==> src/rtl/voxguard_spi_pkg.sv <==
// Shared SPI definitions for the packet-manager/RF-transceiver link:
// FSM state codes, SPI mode, byte width and the default poll byte.
package voxguard_spi_pkg;

    localparam int BYTE_W = 8;
    localparam int BIT_W  = $clog2(BYTE_W);

    // Mode 0: SCLK idles low, data is sampled on the rising edge.
    localparam logic SPI_CPOL = 1'b0;
    localparam logic SPI_CPHA = 1'b0;

    localparam logic [BYTE_W-1:0] DEFAULT_DUMMY_BYTE = 8'h00;

    typedef logic [2:0] spi_state_t;

    localparam spi_state_t ST_IDLE     = 3'd0;
    localparam spi_state_t ST_SETUP    = 3'd1;
    localparam spi_state_t ST_SCK_HIGH = 3'd2;
    localparam spi_state_t ST_SCK_LOW  = 3'd3;
    localparam spi_state_t ST_HOLD     = 3'd4;

endpackage

==> src/rtl/spi_byte_transceiver_phase_timer.sv <==
// Half-period counter: strobes phase_end on the last clk cycle of each
// CLK_DIV-long SPI phase; held at zero while clear is high.
module spi_phase_timer #(
    parameter int CLK_DIV = 4
) (
    input  logic clk,
    input  logic rst,
    input  logic clear,
    output logic phase_end
);

    localparam int CW = (CLK_DIV > 1) ? $clog2(CLK_DIV) : 1;

    logic [CW-1:0] cnt;

    assign phase_end = !clear && (cnt == CW'(CLK_DIV - 1));

    // NOTE: sequential state uses non-blocking assignments only, so every
    // flop samples pre-edge values regardless of block ordering.
    always_ff @(posedge clk) begin
        if (rst || clear || phase_end)
            cnt <= '0;
        else
            cnt <= cnt + 1'b1;
    end

endmodule

==> src/rtl/spi_byte_transceiver.sv <==
// Full-duplex mode-0 SPI byte master with a one-deep request slot and
// automatic dummy polling transfers while idle.
module spi_byte_transceiver
    import voxguard_spi_pkg::*;
#(
    parameter int                CLK_DIV    = 4,
    parameter int                POLL_GAP   = 16,
    parameter logic [BYTE_W-1:0] DUMMY_BYTE = DEFAULT_DUMMY_BYTE
) (
    input  logic              clk,
    input  logic              rst,
    input  logic              tx_start,
    input  logic [BYTE_W-1:0] tx_data,
    output logic              tx_busy,
    output logic              tx_overrun,
    output logic [BYTE_W-1:0] rx_data,
    output logic              rx_done,
    input  logic              poll_en,
    output logic              sclk,
    output logic              mosi,
    input  logic              miso,
    output logic              cs_n
);

    localparam int PW = (POLL_GAP > 1) ? $clog2(POLL_GAP) : 1;

    spi_state_t        state;
    logic [BYTE_W-1:0] shift;
    logic [BYTE_W-1:0] pend_data;
    logic              pend_valid;
    logic [BIT_W-1:0]  bit_cnt;
    logic [PW-1:0]     poll_cnt;
    logic              phase_end;
    logic              launch;
    logic [BYTE_W-1:0] launch_byte;

    spi_phase_timer #(.CLK_DIV(CLK_DIV)) u_phase_timer (
        .clk       (clk),
        .rst       (rst),
        .clear     (state == ST_IDLE),
        .phase_end (phase_end)
    );

    // Busy covers both the active transfer and a waiting request.
    assign tx_busy = (state != ST_IDLE) || pend_valid;

    // NOTE: every combinational output gets a default first, so no path
    // leaves it unassigned and no latch is inferred.
    always_comb begin
        launch      = 1'b0;
        launch_byte = DUMMY_BYTE;
        if (state == ST_IDLE) begin
            if (pend_valid) begin
                launch      = 1'b1;
                launch_byte = pend_data;
            end else if (tx_start) begin
                launch      = 1'b1;
                launch_byte = tx_data;
            end else if (poll_en && poll_cnt == PW'(POLL_GAP - 1)) begin
                launch = 1'b1;
            end
        end
    end

    always_ff @(posedge clk) begin
        if (rst) begin
            state      <= ST_IDLE;
            sclk       <= SPI_CPOL;
            mosi       <= 1'b0;
            cs_n       <= 1'b1;
            tx_overrun <= 1'b0;
            rx_data    <= '0;
            rx_done    <= 1'b0;
            shift      <= '0;
            pend_data  <= '0;
            pend_valid <= 1'b0;
            bit_cnt    <= '0;
            poll_cnt   <= '0;
        end else begin
            rx_done    <= 1'b0;
            tx_overrun <= 1'b0;

            if (tx_start && tx_busy) begin
                if (pend_valid) begin
                    tx_overrun <= 1'b1;
                end else begin
                    pend_valid <= 1'b1;
                    pend_data  <= tx_data;
                end
            end

            if (launch || !poll_en)
                poll_cnt <= '0;
            else if (state == ST_IDLE)
                poll_cnt <= poll_cnt + 1'b1;

            case (state)
                ST_IDLE: begin
                    if (launch) begin
                        pend_valid <= 1'b0;
                        state      <= ST_SETUP;
                        cs_n       <= 1'b0;
                        shift      <= launch_byte;
                        mosi       <= launch_byte[BYTE_W-1];
                        bit_cnt    <= '0;
                    end
                end
                ST_SETUP: begin
                    if (phase_end) begin
                        state <= ST_SCK_HIGH;
                        sclk  <= ~SPI_CPOL;
                        shift <= {shift[BYTE_W-2:0], miso};
                    end
                end
                ST_SCK_HIGH: begin
                    if (phase_end) begin
                        state <= ST_SCK_LOW;
                        sclk  <= SPI_CPOL;
                        // The shift has already moved, so bit 7 is the next MOSI bit.
                        if (bit_cnt != BIT_W'(BYTE_W - 1))
                            mosi <= shift[BYTE_W-1];
                    end
                end
                ST_SCK_LOW: begin
                    if (phase_end) begin
                        if (bit_cnt == BIT_W'(BYTE_W - 1)) begin
                            state <= ST_HOLD;
                        end else begin
                            state   <= ST_SCK_HIGH;
                            sclk    <= ~SPI_CPOL;
                            shift   <= {shift[BYTE_W-2:0], miso};
                            bit_cnt <= bit_cnt + 1'b1;
                        end
                    end
                end
                ST_HOLD: begin
                    if (phase_end) begin
                        // A pending byte launches from IDLE next cycle, giving cs_n one high cycle.
                        state   <= ST_IDLE;
                        cs_n    <= 1'b1;
                        mosi    <= 1'b0;
                        rx_data <= shift;
                        rx_done <= 1'b1;
                    end
                end
                default: state <= ST_IDLE;
            endcase
        end
    end

endmodule
==> config.mk <==
export PLATFORM = sky130hd
export DESIGN_NAME = spi_byte_transceiver
export DESIGN_NICKNAME = d
export VERILOG_FILES = /design/src/rtl/voxguard_spi_pkg.sv /design/src/rtl/spi_byte_transceiver_phase_timer.sv /design/src/rtl/spi_byte_transceiver.sv
export SDC_FILE = /design/constraint.sdc
export NUM_CORES = 1
export LEC_CHECK = 0
export CORE_MARGIN = 5
export CORE_UTILIZATION = 58
export CTS_CLUSTER_DIAMETER = 200
export CTS_CLUSTER_SIZE = 16
export DETAILED_ROUTE_END_ITERATION = 7
export PLACE_DENSITY = 0.86
export SYNTH_ARGS = -nofsm -noshare
export SYNTH_HDL_FRONTEND = slang
export SYNTH_SLANG_ARGS = --single-unit
==> constraint.sdc <==
create_clock -name clk -period 4.5 [get_ports clk]
set_input_delay 0.45 -clock clk [delete_from_list [all_inputs] [get_ports clk]]
set_output_delay 0.45 -clock clk [all_outputs]
set_load 0.01 [all_outputs]
==> results of run 1 <==
## registers in the layout, indices dropped and copies added, names as in the netlist, 2 cells and up
| register | count |
|---|---|
| shift | 8 |
| pend_data | 8 |
| rx_data | 8 |
| state | 3 |
| bit_cnt | 3 |
| poll_cnt | 4 |
| u_phase_timer.cnt | 2 |
## Yosys cell counts (2+ instances only)
master / number / area share, %
dfxtp_1: 42 / 42
nand2_1: 32 / 6.0
nor2_1: 25 / 4.7
a21oi_1: 20 / 5.0
mux2i_1: 16 / 8.0
clkbuf_1: 11 / 2.1
nand2b_1: 11 / 3.5
nand3b_1: 8 / 3.0
a311o_1: 7 / 3.5
nor3_1: 6 / 1.5
a211oi_1: 4 / 1.5
ha_1: 4 / 2.5
o21ai_0: 4 / 1.0
and3_1: 3 / 0.94
buf_2: 3 / 0.75
nand3_1: 3 / 0.75
a21o_1: 2 / 0.75
a221oi_1: 2 / 0.88
buf_4: 2 / 0.75
inv_1: 2 / 0.38
nand4_1: 2 / 0.63
nand4b_1: 2 / 0.88
or2_2: 2 / 0.63
or3_1: 2 / 0.63
## routing by layer
metal / routed length [um] / track usage (%) / up-vias
met4: 64 / 8.19 / 0
met5: 0 / 0 / -
met3: 199 / 5.35 / 8
met2: 1840 / 26.6 / 41
li1: - / - / 866
met1: 1930 / 26.5 / 762
## layout make-up
| type | count | area, sq um |
|---|---|---|
| sequential | 42 | 841 |
| fill | 282 | 1030 |
| clock inverter | 3 | 25.0 |
| multi-input combinational | 171 | 1060 |
| clock buffer | 5 | 37.5 |
| tap | 46 | 57.6 |
| inverter | 2 | 7.51 |
| timing repair buffer | 28 | 275 |
## stage by stage
step	power, W	utilization [%]	setup WS [ps]
2_1_floorplan	0.000464	-	2840
3_3_place_gp	0.000490	67.1	1980
3_5_place_dp	0.000493	67.1	1880
4_1_cts	0.000687	69.0	1670
5_1_grt	0.000715	69.0	1550
6_report	0.000683	69.0	1700
## kinds of logic after synthesis
| kind of cell | after synthesis | share of synthesized area, % |
|---|---|---|
| compound gates | 46 | 15.6 |
| fa+ha+maj | 4 | 2.51 |
| buf+inv | 20 | 4.77 |
| flops | 42 | 42.2 |
| mux | 16 | 8.03 |
| simple gates | 105 | 26.9 |
## critical path, stage by stage (launching register included)
cell	delay [ps]
dfxtp_1	500
nor3_1	710
or2b_1	290
clkdlybuf4s50_1	480
## report_power, final
| group | total, W | switching, W | internal [W] |
|---|---|---|---|
| Sequential | 0.000398 | 0.0000131 | 0.000385 |
| Combinational | 0.0000869 | 0.0000427 | 0.0000442 |
| Clock | 0.000198 | 0.000134 | 0.0000636 |
| Total | 0.000683 | 0.000190 | 0.000493 |
## final timing paths
kind	start	end
setup reg to reg	state[0]	bit_cnt[1]
setup / recovery	state[2]	tx_busy
hold / removal	u_phase_timer.cnt[0]	u_phase_timer.cnt[0]
hold reg to reg	u_phase_timer.cnt[0]	u_phase_timer.cnt[0]
==> results by group, run 1 <==
Min path
  • Min-Delay Path Class: flop to flop
  • WHS Path Cells: 1

Global route
  • Grt ovf: 0
  • Wire length of the first global-routing pass: 6650 um
  • Tot GR Track Use: 18.8%
  • Vias in the first global route: 1,425
  • Initial antenna violation count: 0
  • Largest net degree at the start of global routing: 31

Logic synthesis
  • Syn Area/Cell: 8.56 sq um
  • Synth Flop Type: dfxtp_1
  • Syn Nets: 250
  • Post-synthesis cell type count: 42
  • Gate Count Post-Synth: 233
  • Number of flops mapped to enable cells by yosys: 0
  • FFs w/ async S/R, synth: 0%
  • Post-synthesis register bit count: 42
  • Synthesis Warnings: 0
  • Post-synthesis sequential area ratio: 42.2%
  • Synthesized cell area: 1990 sq um

Floorplan
  • CORE AREA: 3340 sq um
  • Die H: 68.6 um
  • I/O pin total: 27
  • Die ar.: 4710 sq um
  • Row count: 21
  • Die Wd: 68.6 um
  • Initial core utilization: 59.8%

Setup path
  • Startpoint types: flop
  • R2R depth: 4
  • Crit path max fanout: 19
  • Reg2reg setup slack: 2440 ps
  • Critical Setup Path Class: flop to primary output
  • WP data required: 4050 ps
  • Critical path endpoint category: primary output
  • Crit path arrival time: 2350 ps

Power
  • Worst IR drop on VDD: 0.203 mV
  • Pwr per Cell Area: 297 nW/um^2
  • Static leakage power: 0.825 nW

Placement
  • Hpwl dp: 2870 um
  • Port bufs: 26
  • Placed Cells: 289
  • Gpl congestion: 0.837
  • Area after DPL: 2240 sq um

Cells and area
  • Antenna cells: 0
  • Area grow syn2layout: 15.4%
  • Commonest non-fill, non-tap cells in the layout: 42 x dfxtp_1, 32 x nand2_1, 26 x clkdlybuf4s50_1, 25 x nor2_1, 20 x a21oi_1
  • Design area: 2300 sq um
  • Commonest non-fill, non-tap cell in the layout: dfxtp_1
  • Nets: 267
  • Layout cells sized above 1: 5.18%
  • Post-Layout Cell Count: 297

STA
  • Tightest Pin Transition: 766 ps
  • Fin. Hold Viols: 0
  • Pins over their slew limit: 0
  • Period minus WS final: 2800 ps
  • Setup-failing EPs final: 0
  • Hold_ws: 440 ps
  • Clock Skew: 14.0 ps
  • Fin crit share: 62.2%
  • RSZ-0062 raised after global routing: false
  • Maximum clock rate: 357 MHz
  • Slew HR: 48.6%
  • Setup TNS: 0 ps

Clock network
  • Count of clock tree sinks: 42
  • Post-CTS Hold Buffers: 0
  • Clock buffer depth: 2
  • Clock tree root driver cell: clkbuf_4
  • Clk Latency, worst-skew pair: 370 ps
  • Post-cts sizing count: 0
  • Worst-path clk slew: 130 ps
  • CTS tree: built
  • Num CTS Buffers: 5
  • H-tree levels: 2
  • Postcts setup bufs: 0

Routing
  • Via count: 1,677
  • Initial DRC count: 144
  • DRT Pass-1 Iters: 4
  • Via-to-Cell Ratio: 5.65
  • Antenna-violating nets left: 0
  • Remaining DRCs: 0
  • Post-Route WL: 4030 um
  • Post-DR wirelength/cell: 13.6 um

Job
  • MaxCap Viol Count: 0

Status
  • Outcome: complete, no violations
Power figures use the tool's default switching activity.
==> run 2: changes to the inputs <==
--- a/config.mk
+++ b/config.mk
@@ -6,11 +6,11 @@
 export NUM_CORES = 1
 export LEC_CHECK = 0
 export CORE_MARGIN = 5
-export CORE_UTILIZATION = 58
+export CORE_UTILIZATION = 54
 export CTS_CLUSTER_DIAMETER = 200
 export CTS_CLUSTER_SIZE = 16
 export DETAILED_ROUTE_END_ITERATION = 7
-export PLACE_DENSITY = 0.86
+export PLACE_DENSITY = 0.81
 export SYNTH_ARGS = -nofsm -noshare
 export SYNTH_HDL_FRONTEND = slang
 export SYNTH_SLANG_ARGS = --single-unit
==> constraint.sdc (replaced) <==
create_clock -name clk -period 2.6 [get_ports clk]
set_input_delay 0.26 -clock clk [delete_from_list [all_inputs] [get_ports clk]]
set_output_delay 0.26 -clock clk [all_outputs]
set_load 0.01 [all_outputs]
==> results by group, run 2 (synthesis gave the netlist of run 1 again) <==
Power
  • Tot Pwr: 0.00128 W
  • Sw frac: 24.9%
  • Static leakage power: 0.860 nW
  • Int Pwr: 0.000960 W
  • Clk network pwr share: 34.1%
  • Pwr per Cell Area: 540 nW/um^2
  • Comb power frac: 12.0%
  • Worst IR drop on VDD: 0.379 mV
  • Part of the power in registers: 53.9%
  • Sw Pwr: 0.000318 W

Cells and area
  • Design area: 2370 sq um
  • FILL cells: 311
  • Commonest non-fill, non-tap cell in the layout: dfxtp_1
  • Nets: 271
  • Top flop regs: pend_data x8, rx_data x8, shift x8
  • Commonest non-fill, non-tap cells in the layout: 42 x dfxtp_1, 32 x nand2_1, 26 x clkdlybuf4s50_1, 25 x nor2_1, 20 x a21oi_1
  • Layout cells sized above 1: 6.67%
  • Post-Layout Cell Count: 303
  • Area grow syn2layout: 18.7%
  • Antenna cells: 0

Clock network
  • Num CTS Buffers: 5
  • Count of clock tree sinks: 42
  • Clock tree root driver cell: clkbuf_8
  • Post-CTS Hold Buffers: 0
  • Post-cts sizing count: 0
  • Clock buffer depth: 2
  • CTS tree: built
  • Clk Latency, worst-skew pair: 300 ps
  • Postcts setup bufs: 0
  • Worst-path clk slew: 80 ps
  • H-tree levels: 2

STA
  • Fin crit share: 82.9%
  • Tightest Pin Transition: 587 ps
  • Clock Skew: 4.66 ps
  • Pins over their slew limit: 0
  • Period minus WS final: 2160 ps
  • Fin. Hold Viols: 0
  • Maximum clock rate: 464 MHz
  • Setup TNS: 0 ps
  • RSZ-0062 raised after global routing: false
  • Setup-failing EPs final: 0
  • Slew HR: 60.8%

Routing
  • Initial DRC count: 182
  • Remaining DRCs: 0
  • DRT Pass-1 Iters: 5
  • Via-to-Cell Ratio: 5.51
  • Post-DR wirelength/cell: 13.0 um
  • Post-Route WL: 3950 um
  • Antenna-violating nets left: 0
  • Via count: 1,671

Setup path
  • Critical Setup Path Class: flop to primary output
  • Start of the worst register-to-register path: pend_valid
  • WP data required: 2340 ps
  • Critical path origin: state[0]
  • Crit path arrival time: 1900 ps
  • Startpoint types: flop
  • Critical path endpoint category: primary output
  • R2R depth: 4
  • Crit path max fanout: 15

Floorplan
  • CORE AREA: 3610 sq um
  • I/O pin total: 27
  • Die H: 70.8 um
  • Die ar.: 5010 sq um
  • Row count: 22
  • Initial core utilization: 55.3%
  • Die Wd: 70.8 um

Placement
  • Hpwl dp: 2720 um
  • Area after DPL: 2270 sq um
  • Placed Cells: 295
  • Gpl congestion: 0.821
  • Port bufs: 26

Global route
  • Vias in the first global route: 1,467
  • Largest net degree at the start of global routing: 48
  • Grt ovf: 0
  • Wire length of the first global-routing pass: 6710 um
  • Initial antenna violation count: 0
  • Tot GR Track Use: 16.5%

Status
  • Outcome: complete, no violations

Min path
  • WHS Path Cells: 1
  • Min-Delay Path Class: flop to flop
  • Min-delay src: u_phase_timer.cnt[0]

Job
  • MaxCap Viol Count: 0
## run 2: cell types whose count changed in the layout (fill, tap and decap cells not counted), sizes merged
cell	before	now
buf	2	6
clkbuf	5	6
inv	3	2
## run 2: critical path: stages, from the launching register on
cell and delay (ps):
dfxtp_1 460, nor3_1 240, buf_4 190, or2b_1 230, clkdlybuf4s50_1 480
## run 2: cell type report
type	count	area [sq um]	area share, %
Sequential cell	42	841	35.5
Clock buffer	6	82.6	3.49
Clock inverter	2	12.5	0.529
Inverter	2	7.51	0.317
Timing Repair Buffer	32	305	12.9
Tap cell	48	60.1	2.54
Multi-Input combinational cell	171	1060	44.7
## run 2: power by group through the flow
stage	logic [W]	registers [W]	clock network [W]
2_1_floorplan	0.000108	0.000694	0
3_3_place_gp	0.000151	0.000702	0
3_5_place_dp	0.000153	0.000703	0
4_1_cts	0.000154	0.000688	0.000441
5_1_grt	0.000170	0.000693	0.000471
6_report	0.000154	0.000688	0.000435
## run 2: path summary, 6_finish.rpt
path	endpoint	slack, ps
max	tx_busy	440
min	u_phase_timer.cnt[0]	440
max reg2reg	shift[6]	570
min reg2reg	u_phase_timer.cnt[0]	440
## run 2: per-stage QoR
stage               utilization [%]  setup WS [ps]  hold slack [ps]
global route                   65.6            296              470
floorplan                         -           1010              407
global placement               63.0            530              420
CTS                            65.6            431              436
detailed placement             63.0            452              424
finish                         65.6            444              435
## run 2: metal layers
| metal | wire length, um | part of all wire, % | GRT usage [%] |
|---|---|---|---|
| met1 | 1940 | 49 | 22.8 |
| met2 | 1750 | 44 | 24.3 |
| met3 | 215 | 5.4 | 4.69 |
| met4 | 48 | 1.2 | 6.05 |
| met5 | 0 | 0 | 0 |
